==> src/rtl/gcd_engine_if.sv <==
// gcd_engine_if
// Bundles the operand handshake and the result handshake of gcd_engine.
//   in_valid / in_ready  : operand handshake, a_in/b_in qualified by in_valid
//   a_in, b_in           : unsigned operands, WIDTH bits
//   out_valid / out_ready: result handshake, gcd_out/iter_cnt qualified by out_valid
//   gcd_out              : unsigned result, WIDTH bits
//   iter_cnt             : saturating reduction-step count, CNT_W bits
//   busy                 : engine is iterating
// The engine connects to the slave modport. The producer/consumer side connects
// to the master modport.
interface gcd_engine_if #(
  parameter int WIDTH = 16,
  parameter int CNT_W = 16
);
  logic             in_valid;
  logic             in_ready;
  logic [WIDTH-1:0] a_in;
  logic [WIDTH-1:0] b_in;
  logic             out_valid;
  logic             out_ready;
  logic [WIDTH-1:0] gcd_out;
  logic [CNT_W-1:0] iter_cnt;
  logic             busy;

  modport master (
    output in_valid, a_in, b_in, out_ready,
    input  in_ready, out_valid, gcd_out, iter_cnt, busy
  );

  modport slave (
    input  in_valid, a_in, b_in, out_ready,
    output in_ready, out_valid, gcd_out, iter_cnt, busy
  );
endinterface

==> src/rtl/gcd_engine.sv <==
// gcd_engine
// Iterative GCD engine. It accepts both operands on a valid/ready handshake and
// performs one reduction step per clock. It returns the result and the step
// count on a second valid/ready handshake. Only one job is in flight at a time.
// Ports:
//   clk  : rising-edge clock
//   rst  : synchronous active-high reset, highest priority
//   bus  : gcd_engine_if slave modport (operand/result handshakes, busy)
// Parameters:
//   WIDTH : operand/result width (>= 2)
//   CNT_W : step counter width (>= 1)
// Build option:
//   GCD_STEIN_EN : when defined, RUN uses the binary (Stein) reduction step.
//                  When undefined, RUN uses the plain subtractive step and no
//                  shift hardware is built.
module gcd_engine #(
  parameter int WIDTH = 16,
  parameter int CNT_W = 16
) (
  input  logic        clk,
  input  logic        rst,
  gcd_engine_if.slave bus
);

  typedef enum logic [1:0] {
    IDLE = 2'd0,
    RUN  = 2'd1,
    DONE = 2'd2
  } state_t;

  state_t           r_state;
  state_t           w_nextState;

  logic [WIDTH-1:0] r_a;
  logic [WIDTH-1:0] r_b;
  logic [WIDTH-1:0] r_gcd;
  logic [CNT_W-1:0] r_cnt;

  logic             w_term;
  logic             w_cntSat;
  logic [WIDTH-1:0] w_base;
  logic [WIDTH-1:0] w_result;
  logic [WIDTH-1:0] w_aStep;
  logic [WIDTH-1:0] w_bStep;
  logic             w_inReady;
  logic             w_outValid;
  logic             w_busy;

`ifdef GCD_STEIN_EN
  // Common factors of two removed by the Stein step. At most WIDTH-1 of them
  // can be stripped from nonzero operands, so $clog2(WIDTH) bits are enough.
  localparam int KW = $clog2(WIDTH);
  logic [KW-1:0]    r_k;
  logic             w_kInc;
`endif

  // Termination test and result selection. When one operand is zero the other
  // is the answer, and two zeros give zero naturally.
  assign w_term   = (r_a == r_b) || (r_a == '0) || (r_b == '0);
  assign w_base   = (r_a == '0) ? r_b : r_a;
  assign w_cntSat = (r_cnt == {CNT_W{1'b1}});

`ifdef GCD_STEIN_EN
  // Reapply the factors of two that both operands shared.
  assign w_result = w_base << r_k;
`else
  assign w_result = w_base;
`endif

  // One reduction step. The larger operand is always the minuend, so the
  // subtraction never wraps.
  always_comb begin
    w_aStep = r_a;
    w_bStep = r_b;
`ifdef GCD_STEIN_EN
    w_kInc  = 1'b0;
    if (!r_a[0] && !r_b[0]) begin
      w_aStep = r_a >> 1;
      w_bStep = r_b >> 1;
      w_kInc  = 1'b1;
    end else if (!r_a[0]) begin
      w_aStep = r_a >> 1;
    end else if (!r_b[0]) begin
      w_bStep = r_b >> 1;
    end else if (r_a > r_b) begin
      w_aStep = r_a - r_b;
    end else begin
      w_bStep = r_b - r_a;
    end
`else
    if (r_a > r_b) begin
      w_aStep = r_a - r_b;
    end else begin
      w_bStep = r_b - r_a;
    end
`endif
  end

  // State register.
  always_ff @(posedge clk) begin
    if (rst) begin
      r_state <= IDLE;
    end else begin
      r_state <= w_nextState;
    end
  end

  // Next-state and handshake decode. in_ready, busy and out_valid come
  // straight from the state, so operands can never be taken while a job is
  // in flight or its result is still waiting.
  always_comb begin
    w_nextState = r_state;
    w_inReady   = 1'b0;
    w_outValid  = 1'b0;
    w_busy      = 1'b0;
    case (r_state)
      IDLE: begin
        w_inReady = 1'b1;
        if (bus.in_valid) begin
          w_nextState = RUN;
        end
      end
      RUN: begin
        w_busy = 1'b1;
        if (w_term) begin
          w_nextState = DONE;
        end
      end
      DONE: begin
        w_outValid = 1'b1;
        if (bus.out_ready) begin
          w_nextState = IDLE;
        end
      end
      default: begin
        w_nextState = IDLE;
      end
    endcase
  end

  // Datapath registers. The result and the count are written only on the
  // terminate edge, and the count is cleared only when a job is accepted. Both
  // therefore stay visible after the result handshake completes.
  always_ff @(posedge clk) begin
    if (rst) begin
      r_a   <= '0;
      r_b   <= '0;
      r_gcd <= '0;
      r_cnt <= '0;
`ifdef GCD_STEIN_EN
      r_k   <= '0;
`endif
    end else begin
      case (r_state)
        IDLE: begin
          if (bus.in_valid) begin
            r_a   <= bus.a_in;
            r_b   <= bus.b_in;
            r_cnt <= '0;
`ifdef GCD_STEIN_EN
            r_k   <= '0;
`endif
          end
        end
        RUN: begin
          if (w_term) begin
            r_gcd <= w_result;
          end else begin
            r_a <= w_aStep;
            r_b <= w_bStep;
            if (!w_cntSat) begin
              r_cnt <= r_cnt + 1'b1;
            end
`ifdef GCD_STEIN_EN
            if (w_kInc) begin
              r_k <= r_k + 1'b1;
            end
`endif
          end
        end
        default: begin
        end
      endcase
    end
  end

  assign bus.in_ready  = w_inReady;
  assign bus.out_valid = w_outValid;
  assign bus.busy      = w_busy;
  assign bus.gcd_out   = r_gcd;
  assign bus.iter_cnt  = r_cnt;

endmodule

==> src/flat_wrapper.sv <==
// flat-port wrapper written by rule: the top's interface ports become plain ports
module gcd_engine_flat 
#(
  parameter int WIDTH = 16,
  parameter int CNT_W = 16
)
  (clk, rst, bus_in_valid, bus_a_in, bus_b_in, bus_out_ready, bus_in_ready, bus_out_valid, bus_gcd_out, bus_iter_cnt, bus_busy);
  gcd_engine_if #(.WIDTH(WIDTH), .CNT_W(CNT_W)) bus_i ();
  input  logic clk;
  input  logic rst;
  input wire logic [$bits(bus_i.in_valid)-1:0] bus_in_valid;
  input wire logic [$bits(bus_i.a_in)-1:0] bus_a_in;
  input wire logic [$bits(bus_i.b_in)-1:0] bus_b_in;
  input wire logic [$bits(bus_i.out_ready)-1:0] bus_out_ready;
  output wire logic [$bits(bus_i.in_ready)-1:0] bus_in_ready;
  output wire logic [$bits(bus_i.out_valid)-1:0] bus_out_valid;
  output wire logic [$bits(bus_i.gcd_out)-1:0] bus_gcd_out;
  output wire logic [$bits(bus_i.iter_cnt)-1:0] bus_iter_cnt;
  output wire logic [$bits(bus_i.busy)-1:0] bus_busy;
  assign bus_i.in_valid = bus_in_valid;
  assign bus_i.a_in = bus_a_in;
  assign bus_i.b_in = bus_b_in;
  assign bus_i.out_ready = bus_out_ready;
  assign bus_in_ready = bus_i.in_ready;
  assign bus_out_valid = bus_i.out_valid;
  assign bus_gcd_out = bus_i.gcd_out;
  assign bus_iter_cnt = bus_i.iter_cnt;
  assign bus_busy = bus_i.busy;
  gcd_engine #(.WIDTH(WIDTH), .CNT_W(CNT_W)) u_core (.clk(clk), .rst(rst), .bus(bus_i));
endmodule
==> config.mk <==
export PLATFORM = sky130hd
export DESIGN_NAME = gcd_engine_flat
export DESIGN_NICKNAME = d
export VERILOG_FILES = /design/src/rtl/gcd_engine_if.sv /design/src/rtl/gcd_engine.sv /design/src/flat_wrapper.sv
export SDC_FILE = /design/constraint.sdc
export NUM_CORES = 1
export LEC_CHECK = 0
export BUFFER_PORTS_ARGS = -buffer_cell sky130_fd_sc_hd__buf_2
export CORE_AREA = 2 2 127 80
export DETAILED_ROUTE_END_ITERATION = 8
export DIE_AREA = 0 0 129 82
export GPL_TIMING_DRIVEN = 0
export HOLD_SLACK_MARGIN = 0.02
export MAX_ROUTING_LAYER = met4
export PLACE_DENSITY_LB_ADDON = 0.12
export SYNTH_ARGS = -nofsm -noshare
export SYNTH_HDL_FRONTEND = slang
export SYNTH_SLANG_ARGS = --single-unit
==> constraint.sdc <==
create_clock -name clk -period 4.3 [get_ports clk]
set_input_delay 0.86 -clock clk [delete_from_list [all_inputs] [get_ports clk]]
set_output_delay 0.86 -clock clk [all_outputs]
set_load 0.01 [all_outputs]
## After elaboration in Yosys (flattened, before gate mapping)

Cells that the tools add are included.

- Add/sub/neg operators: 3
- Equal/unequal tests: 11
- Reduce and logical (&&, ||, !) cells: 11
- Shifts and indexed selects: 0
- Multipliers: 0
- $lt $le $gt $ge: 1
- Divide/modulo/power cells: 0
- Bitwise operators: 0
- Multiplexer cells: 20

Operators with widths:

| cell | count |
|---|---|
| $mux 16 | 10 |
| $pmux 16 s2 | 3 |
| $logic_not 16->1 | 2 |
| $sub 16x16->16 | 2 |
| $add 16x1->16 const B | 1 |
| $eq 16x16->1 | 1 |
| $eq 16x16->1 const B | 1 |
| $gt 16x16->1 | 1 |
| $reduce_and 4->1 | 3 |
| $ne 2x2->1 const B | 5 |
| $mux 2 | 3 |
| $pmux 2 s3 | 1 |
| $ne 2x1->1 const B | 2 |
| $mux 1 | 3 |
| $reduce_and 3->1 | 1 |
| $eq 2x1->1 const B | 1 |
| $eq 2x2->1 const B | 1 |
| $logic_not 2->1 | 1 |
| $logic_or 1x1->1 | 2 |
| $reduce_and 2->1 | 1 |
| $reduce_bool 2->1 | 1 |

- Bits in latches: 0
- Memory bits (read-only): 0
- RAM bits: 0
- Bits of input ports: 36
- Word-level logic and storage cells: 51
- Flip-flop bits (word level): 66
- Memories kept: 0
- Output and inout port bits: 35

## Depth between registers and ports, before layout

Gate-level depths: netlist of run 1.

- Depth in word-level cells: 5
- Depth in mapped cells: 11
- Gate-level depth less buffers: 10

## Least setup slack after synthesis of run 1

No wires, ideal clock.

- Path kind: register to register
- From: register u_core.r_a[0]
- To: register u_core.r_a[15]
- Setup time: 119 ps
- Data arrival time: 2,552 ps
- Path slack: 1,628 ps
- Period minus slack after synthesis: 2,672 ps
- Stages on the path, launching flop included: 12
- Data required time: 4,181 ps
- Buffers on the path: 1
- Path through: dfxtp_1 inv_1 ha_1 fa_1 nand2b_1 a21oi_1 a21oi_1 o221ai_1 a2bb2oi_1 clkbuf_1 o21ai_0 o21bai_1

- Word-level cells in the longest chain between the ends: 5
- Elaborated cells between the ends (all ways): 12
- Classes of those cells: 1 x add/sub; 1 x order compare; 3 x eq/ne; 3 x mux; 4 x reduce/logical

Ends and longest elaborated chain:

| item | line | RTL |
|---|---|---|
| from (decl) | gcd_engine.sv:34 | `logic [WIDTH-1:0] r_a;` |
| from (signal assigned) | gcd_engine.sv:157 | `r_a <= bus.a_in;` |
| from (signal assigned) | gcd_engine.sv:169 | `r_a <= w_aStep;` |
| parallel branches: the longest is 5 deep, another holds $sub 16x16->16 | - |  |

Parallel ways; which one is timed is not known. The select of a mux whose other input is x is not followed.
A chain may end at the register's enable or synchronous reset.

## Worst setup path in the final report of run 1

- From: register u_core.r_a[0]
- To: register u_core.r_a[12]

Same word-level chain as after synthesis.

==> results of run 1 <==
==> routing by layer <==
layer | routed length, um | GRT usage (%)
met1 | 7640 | 46.6
met2 | 6460 | 43.9
met3 | 1890 | 7.88
met4 | 182 | 7.61
met5 | 0 | -
==> power breakdown <==
| part | internal [uW] | switching [uW] | total [uW] | leakage, uW |
|---|---|---|---|---|
| Combinational | 1210 | 2010 | 3220 | 0.00156 |
| Clock | 509 | 295 | 804 | 0.000145 |
| Sequential | 763 | 208 | 971 | 0.000540 |
==> final timing paths <==
| path | startpoint | end | slack (ps) |
|---|---|---|---|
| setup / recovery | u_core.r_a[0] | u_core.r_a[12] | 820 |
| hold / removal | u_core.bus.gcd_out[11] | u_core.bus.gcd_out[11] | 500 |
| setup reg to reg | u_core.r_a[0] | u_core.r_a[12] | 820 |
| hold reg to reg | u_core.bus.gcd_out[11] | u_core.bus.gcd_out[11] | 500 |
==> through the flow <==
step / cell area (um^2) / hold slack (ps) / total power (uW)
floorplan: 4680 / 479 / 3210
global placement: 5190 / 474 / 4030
detailed placement: 5190 / 489 / 4050
CTS: 5520 / 496 / 4870
global route: 5520 / 522 / 5320
finish: 5520 / 496 / 4990
==> cells in the final DEF, fill, tap and decap left out, types with 22 or more instances in the layout <==
cell	Yosys	final
clkbuf_1	21	22
a211oi_1	29	29
xnor2_1	24	24
a21oi_1	61	61
ha_1	32	32
nand2_1	54	54
buf_2	10	79
dfxtp_1	66	66
inv_1	42	42
nor2_1	78	78
==> flip-flops by register name (all words and copies together) (netlist names) <==
name / count
u_core.bus.gcd_out: 16
u_core.bus.iter_cnt: 16
u_core.r_a: 16
u_core.r_b: 16
u_core.r_state: 2
==> final cells by class <==
cell class                      instances  area (um^2)
Inverter                               43          161
Clock buffer                           10          229
Timing Repair Buffer                   69          345
Clock inverter                          6         91.3
Buffer                                 39          174
Fill cell                             906         3980
Sequential cell                        66         1320
Multi-Input combinational cell        466         3020
Tap cell                              135          169
==> logic make-up (layout without fill, tap and decap cells) <==
family	after synthesis	count (layout)	synth area share [%]
and+or+nand+nor	227	227	23.5
AOI/OAI and AO/OA	172	172	25.4
buffers and inverters	82	167	7.16
DFF	66	66	28.2
adders and majority gates	34	34	9.41
xor gates and xnor gates	31	31	5.80
muxes	2	2	0.428
==> worst max-delay path, stage by stage, from the launching register on <==
cell and delay [ps]:
dfxtp_1 410, inv_1 70, ha_1 210, fa_1 420, nand2b_1 200, a21oi_1 220, a21oi_1 190, o221ai_1 440
a2bb2oi_1 320, clkbuf_1 500, nor2_1 130, a311oi_1 290
==> metrics.cfg, run 1 <==
[cts]
cts_hold_buffers = 0
post_cts_resized = 0
cts_made_buffers = 9
numClockSinks = 66
clk_pin_slew_worst_paths_ps = 60
worst_skew_late_latency_ps = 340
cts_buffer_depth = 2
htree_num_levels = 3
post_cts_buffers = 0
buffer_cell_driving_the_clock_tree_root = clkbuf_16
cts_tree = done

[drt]
drt.antenna.violating_nets = 0
dr.first_iter.drc_count = 497
routed_wire_length_per_instance_um = 19.4
avgViaCountPerCell = 6.08
drc_errors = 0
postRouteWirelength_um = 16200
dr.pass1.iters = 5
routed-via-count = 5069

[layout]
number_of_antenna_repair_diodes = 0
drive_above_1_share_pct = 15.9
utilization_pct = 58.1
final_net_count = 764
area_growth_from_synthesis_to_final_layout_pct = 17.8
post_layout_nonfiller_instances = 834

[timing]
finClkSkew_ps = 12.0
final_setup_violation_count = 0
worst_slew_pin_slew_ps = 1010
worst_slew_margin_rel_pct = 32.4
timing.final.crit_period_ps = 3480
max_freq_mhz = 287
layout_worst_path_cycle_share_pct = 81.0
final.setup.tns_ps = 0
report.final.slew_viol_count = 0
setup_slack_ps = 817
hold_viol = 0
setup_repair_after_global_routing_missed_its_margin = no

[grt]
global_route_wire_length_before_repair_um = 24600
vias_in_the_first_global_route = 4564
track_usage_pct = 32.0
number_of_antenna_violations_at_the_first_check_in_global_routing = 0
grt-ovfl-total = 0
grt_start_max_net_pins = 13

[placed_design]
placedCellCount = 818
port-buffer-count = 69
place_hpwl_um = 12500
pre_cts_ws_ps = 947
gp_congestion = 1.00

[logic_synthesis]
postSynth.topFlopCell = dfxtp_1
synthesized_instance_count = 614
synth_top_cells_by_area = dfxtp_1, ha_1, a21oi_1, nor2_1, a211oi_1
post_synth_instance_area_um2 = 4680
postSynth.asyncResetShare_pct = 0
proportion_of_synthesized_chip_area_in_sequential_cells_pct = 28.2
yosys.cell_count.top_type = nor2_1
synth_largest_area_cell = dfxtp_1
synth_top_area_share_pct = 28.2
synth_common_cells = nor2_1, dfxtp_1, a21oi_1
post_synthesis_net_count = 684
yosys.cell_types.count = 60
synth_seq_cells = 66
synth-edff-count = 0
yosysWarningCount = 0
syn_avg_cell_area_um2 = 7.62

[power_and_ir_drop]
power_per_cell_area_nw_per_um2 = 906
vdd.ir_drop.worst_mv = 0.483
p_leak_uw = 0.00225

[worst_hold_path]
holdPathStages = 2
worst_hold_path_type = reg2reg

[floorplanning]
fp.coreArea_um2 = 9490
initial_core_util_pct = 49.3
die_area_um2 = 10600
die_width_um = 129
die-height_um = 82
pin_count = 71
std_cell_rows = 28

[setup_path]
required_ps = 4540
start_kind = flip-flop
r2r.worst_path.cells = 11
crit_arrival_ps = 3720
path_max_fanout = 10
critPathCaptureType = flip-flop
criticalPathCategory = reg2reg

[run_status]
status = completed

[job]
maxCapViolations = 0

(Power assumes the default switching activity.)
==> run 2: changes to the inputs <==
- clock period: 4.3 -> 3 ns (I/O delays scaled with it)
==> run 2 against run 1 <==
Compared with the run above: global-route usage is 0.13 points higher; count of clock-buffer cells in the layout is the same; routed wire length rose by 0.52%; final cell count is 0.24% higher; clock skew hardly changed; combinational power increased by 50%; register-to-register slack got worse by 740 ps; worst hold slack about the same; clock power up 44%; highest routed layer unchanged; power up 48%; flip-flop and latch count unchanged.
==> metrics.cfg, run 2 (synthesis results as in run 1) <==
[power_and_ir_drop]
vdd.ir_drop.worst_mv = 0.701
design_power_total_uw = 7400
power_per_cell_area_nw_per_um2 = 1320
p_leak_uw = 0.00228

[timing]
hold_viol = 0
finClkSkew_ps = 11.7
report.final.slew_viol_count = 0
final_setup_violation_count = 0
worst_slew_pin_slew_ps = 890
timing.final.crit_period_ps = 2930
final.setup.tns_ps = 0
worst_slew_margin_rel_pct = 40.1
hold_ws_ps = 496
max_freq_mhz = 342
layout_worst_path_cycle_share_pct = 97.6

[floorplanning]
die_area_um2 = 10600
std_cell_rows = 28
pin_count = 71
die_width_um = 129
fp.coreArea_um2 = 9490
die-height_um = 82
initial_core_util_pct = 49.3

[worst_hold_path]
worst_hold_path_type = reg2reg
holdPathStages = 2

[layout]
number_of_antenna_repair_diodes = 0
area_growth_from_synthesis_to_final_layout_pct = 20.0
ff_latch_area_um2 = 1320
final_common_cell = nor2_1
layout_common_cells = nor2_1, buf_2, dfxtp_1
nFillCells = 888
drive_above_1_share_pct = 18.0
final_net_count = 766
multi_input_area_um2 = 3090
post_layout_nonfiller_instances = 836

[drt]
routed-via-count = 5031
avgViaCountPerCell = 6.02
drt.antenna.violating_nets = 0
dr.pass1.iters = 5
drc_errors = 0
postRouteWirelength_um = 16300
dr.first_iter.drc_count = 517
routed_wire_length_per_instance_um = 19.4

[setup_path]
slowest_stage = dfxtp_1
criticalPathCategory = reg2reg
cp_cell_sequence = inv_1 -> ha_1 -> buf_2 -> a21oi_1 -> o21ai_0 -> a21oi_2 -> o221ai_4 -> o31a_4 -> buf_6 -> a221oi_1
critPathCaptureType = flip-flop
required_ps = 3240
crit_path_max_incr_delay_ps = 450
path_max_fanout = 10
start_kind = flip-flop
setup.reg_to_reg.worst_slack_ps = 70
r2r.worst_path.cells = 10
crit_arrival_ps = 3170

[cts]
buffer_cell_driving_the_clock_tree_root = clkbuf_16
worst_skew_late_latency_ps = 340
cts_made_buffers = 9
htree_num_levels = 3
cts_hold_buffers = 0
clk_pin_slew_worst_paths_ps = 60
numClockSinks = 66
cts_buffer_depth = 2
cts_tree = done

[grt]
global_route_wire_length_before_repair_um = 24700
vias_in_the_first_global_route = 4587
grt-ovfl-total = 0
track_usage_pct = 32.2
number_of_antenna_violations_at_the_first_check_in_global_routing = 0
grt_start_max_net_pins = 13

[job]
maxCapViolations = 0

[placed_design]
place_hpwl_um = 12500
gp_congestion = 1.00
port-buffer-count = 69
placedCellCount = 818

[run_status]
status = completed

## run 2: changes by cell type in the layout (fill, tap and decap cells not counted), sizes merged
| cell | delta |
|---|---|
| buf | +1 |
| clkbuf | +1 |
## run 2: worst max-delay path: cells and delay by family (launching register included)
family,cells,cell delay (ps)
AOI/OAI and AO/OA,6,1540
DFF,1,450
buffers and inverters,3,500
adders and majority gates,1,330
## run 2: repair_timing
item / 4_1_cts / 5_1_grt
pin swaps: 0 / 2
gates resized for setup: 10 / 15
endpoints found under the setup margin: 32 / 50
setup buffers: 0 / 2
## run 2: final timing paths
path                                         startpoint                 endpoint
worst max-delay path                      u_core.r_b[7]            u_core.r_b[8]
worst min-delay path            u_core.bus.iter_cnt[10]  u_core.bus.iter_cnt[10]
worst max register to register            u_core.r_b[7]            u_core.r_b[8]
worst min register to register  u_core.bus.iter_cnt[10]  u_core.bus.iter_cnt[10]
## run 2: through the flow
| step | utilization (%) | area (um^2) | worst slack, ps |
|---|---|---|---|
| after floorplan | - | 4680 | 328 |
| final | 59.2 | 5620 | 73.3 |
| after global placement | 54.7 | 5190 | -247 |
| after CTS | 58.5 | 5550 | 28.7 |
| after detailed placement | 54.7 | 5190 | -353 |
| after global routing | 59.2 | 5620 | -6.67 |
## run 2: power by group
group / total, uW / internal (uW) / switching (uW) / leakage (uW)
logic: 4840 / 1860 / 2980 / 0.00160
registers: 1400 / 1090 / 302 / 0.000540
clock network: 1160 / 729 / 428 / 0.000145
total: 7400 / 3690 / 3710 / 0.00228
## run 2: cell type report
cell class                 instances  share of cell area (%)
multi-input combinational        466                    55.0
clock inverter                     6                    1.63
buffer                            39                    3.50
tap                              135                    3.01
inverter                          43                    2.87
timing repair buffer              71                    6.41
clock buffer                      10                    4.07
sequential                        66                    23.5
## run 2: metal layers
| metal | global-route usage [%] | share of wire (%) |
|---|---|---|
| met1 | 46.5 | 48 |
| met2 | 44.6 | 41 |
| met3 | 8.01 | 11 |
| met4 | 7.39 | 0.84 |
| met5 | - | 0 |
==> run 3: changes to the inputs <==
- CORE_AREA: 2 2 127 80 -> 2 2 151 94
- DIE_AREA: 0 0 129 82 -> 0 0 153 96
==> run 3 against run 2 <==
Compared with the run above: sequential power hardly changed; critical path depth is 1 higher; via count is 1.0% lower; largest cell class unchanged.
==> metrics.cfg, run 3 (synthesis results as in run 1) <==
[timing]
final_setup_violation_count = 0
final.setup.tns_ps = 0
layout_worst_path_cycle_share_pct = 96.2
finClkSkew_ps = 10.8
hold_viol = 0
worst_slew_pin_slew_ps = 871
max_freq_mhz = 347
report.final.slew_viol_count = 0
timing.final.crit_period_ps = 2890
worst_slew_margin_rel_pct = 41.4

[placed_design]
gp_congestion = 1.03
port-buffer-count = 69
place_hpwl_um = 13200

[layout]
final_net_count = 768
multi_input_area_um2 = 3130
layout_common_cells = nor2_1, buf_2, dfxtp_1
drive_above_1_share_pct = 19.3
ff_latch_area_um2 = 1320
nFillCells = 1395
final_common_cell = nor2_1
number_of_antenna_repair_diodes = 0
area_growth_from_synthesis_to_final_layout_pct = 21.4
utilization_pct = 42.6

[grt]
number_of_antenna_violations_at_the_first_check_in_global_routing = 0
grt-ovfl-total = 0
grt_start_max_net_pins = 12
track_usage_pct = 24.3
vias_in_the_first_global_route = 4645
global_route_wire_length_before_repair_um = 26500

[floorplanning]
die-height_um = 96
std_cell_rows = 33
fp.coreArea_um2 = 13300
initial_core_util_pct = 35.1
pin_count = 71
die_area_um2 = 14700
die_width_um = 153

[cts]
htree_num_levels = 3
worst_skew_late_latency_ps = 340
buffer_cell_driving_the_clock_tree_root = clkbuf_16
cts_tree = done
cts_hold_buffers = 0
cts_buffer_depth = 2
cts_made_buffers = 9
clk_pin_slew_worst_paths_ps = 60
numClockSinks = 66

[job]
maxCapViolations = 0

[drt]
postRouteWirelength_um = 17400
avgViaCountPerCell = 5.67
dr.first_iter.drc_count = 415
routed-via-count = 4979
routed_wire_length_per_instance_um = 19.9
drc_errors = 0
drt.antenna.violating_nets = 0
dr.pass1.iters = 5

[setup_path]
cp_cell_sequence = inv_1 -> ha_1 -> buf_4 -> and3_2 -> nand2_1 -> or4_4 -> nand3_2 -> o31a_4 -> buf_6 -> nor2_1 -> a211oi_1
slowest_stage = or4_4
path_max_fanout = 10
crit_family = simple AND/OR/NAND/NOR gates
required_ps = 3250
critPathCaptureType = flip-flop
crit_arrival_ps = 3130
start_kind = flip-flop
crit_buf_inv = 3
crit_path_max_incr_delay_ps = 620
criticalPathCategory = reg2reg

[power_and_ir_drop]
p_leak_uw = 0.00229
design_power_total_uw = 7360
power_per_cell_area_nw_per_um2 = 1300
vdd.ir_drop.worst_mv = 0.432

[run_status]
status = completed

[worst_hold_path]
worst_hold_path_type = reg2reg

[run 3: worst reg2reg max path: stages, from the launching register on]
cell      delay, ps
dfxtp_2         380
inv_1            60
ha_1            270
buf_4           180
and3_2          280
nand2_1         150
or4_4           620
nand3_2         180
o31a_4          220
buf_6           180
nor2_1           60
a211oi_1        230
[run 3: final timing paths]
path	cells past startpoint	slack (ps)	start	end
max	11	110	u_core.r_b[11]	u_core.r_b[3]
min	2	500	u_core.bus.iter_cnt[14]	u_core.bus.iter_cnt[14]
max reg2reg	11	110	u_core.r_b[11]	u_core.r_b[3]
min reg2reg	2	500	u_core.bus.iter_cnt[14]	u_core.bus.iter_cnt[14]
[run 3: area by class of cell]
class	instances	share of cell area, %
clock buffers	11	4.27
repair buffers	73	6.61
clock inverters	5	0.529
plain buffers	39	3.46
well taps	175	3.85
multi-input cells	466	55.1
inverters	43	2.84
flip-flops and latches	66	23.3
[run 3: metal layers]
metal	routed length, um	vias up	global-route usage (%)
li1	-	2370	-
met1	8890	2362	36.4
met2	6730	222	32.9
met3	1580	25	5.18
met4	236	0	5.17
met5	0	-	-
[run 3: repair_timing]
action                     in CTS  in global routing
gates resized for setup        10                 24
setup endpoints to repair      34                 53
pin swaps                       1                  2
buffers inserted                2                  2
cloned                          0                  0
[run 3: metrics by stage]
step	cell area, um^2	hold WS (ps)	std cells	worst slack, ps
floorplan	4680	479	614	328
global placement	5250	482	858	-558
detailed placement	5250	488	858	-602
finish	5680	502	878	114
CTS	5570	503	876	11.0
global route	5680	529	878	-68.9
[run 3: report_power, final]
part / internal, uW / total, uW / switching (uW)
logic: 1890 / 4980 / 3080
registers: 1100 / 1390 / 292
clock network: 578 / 989 / 411
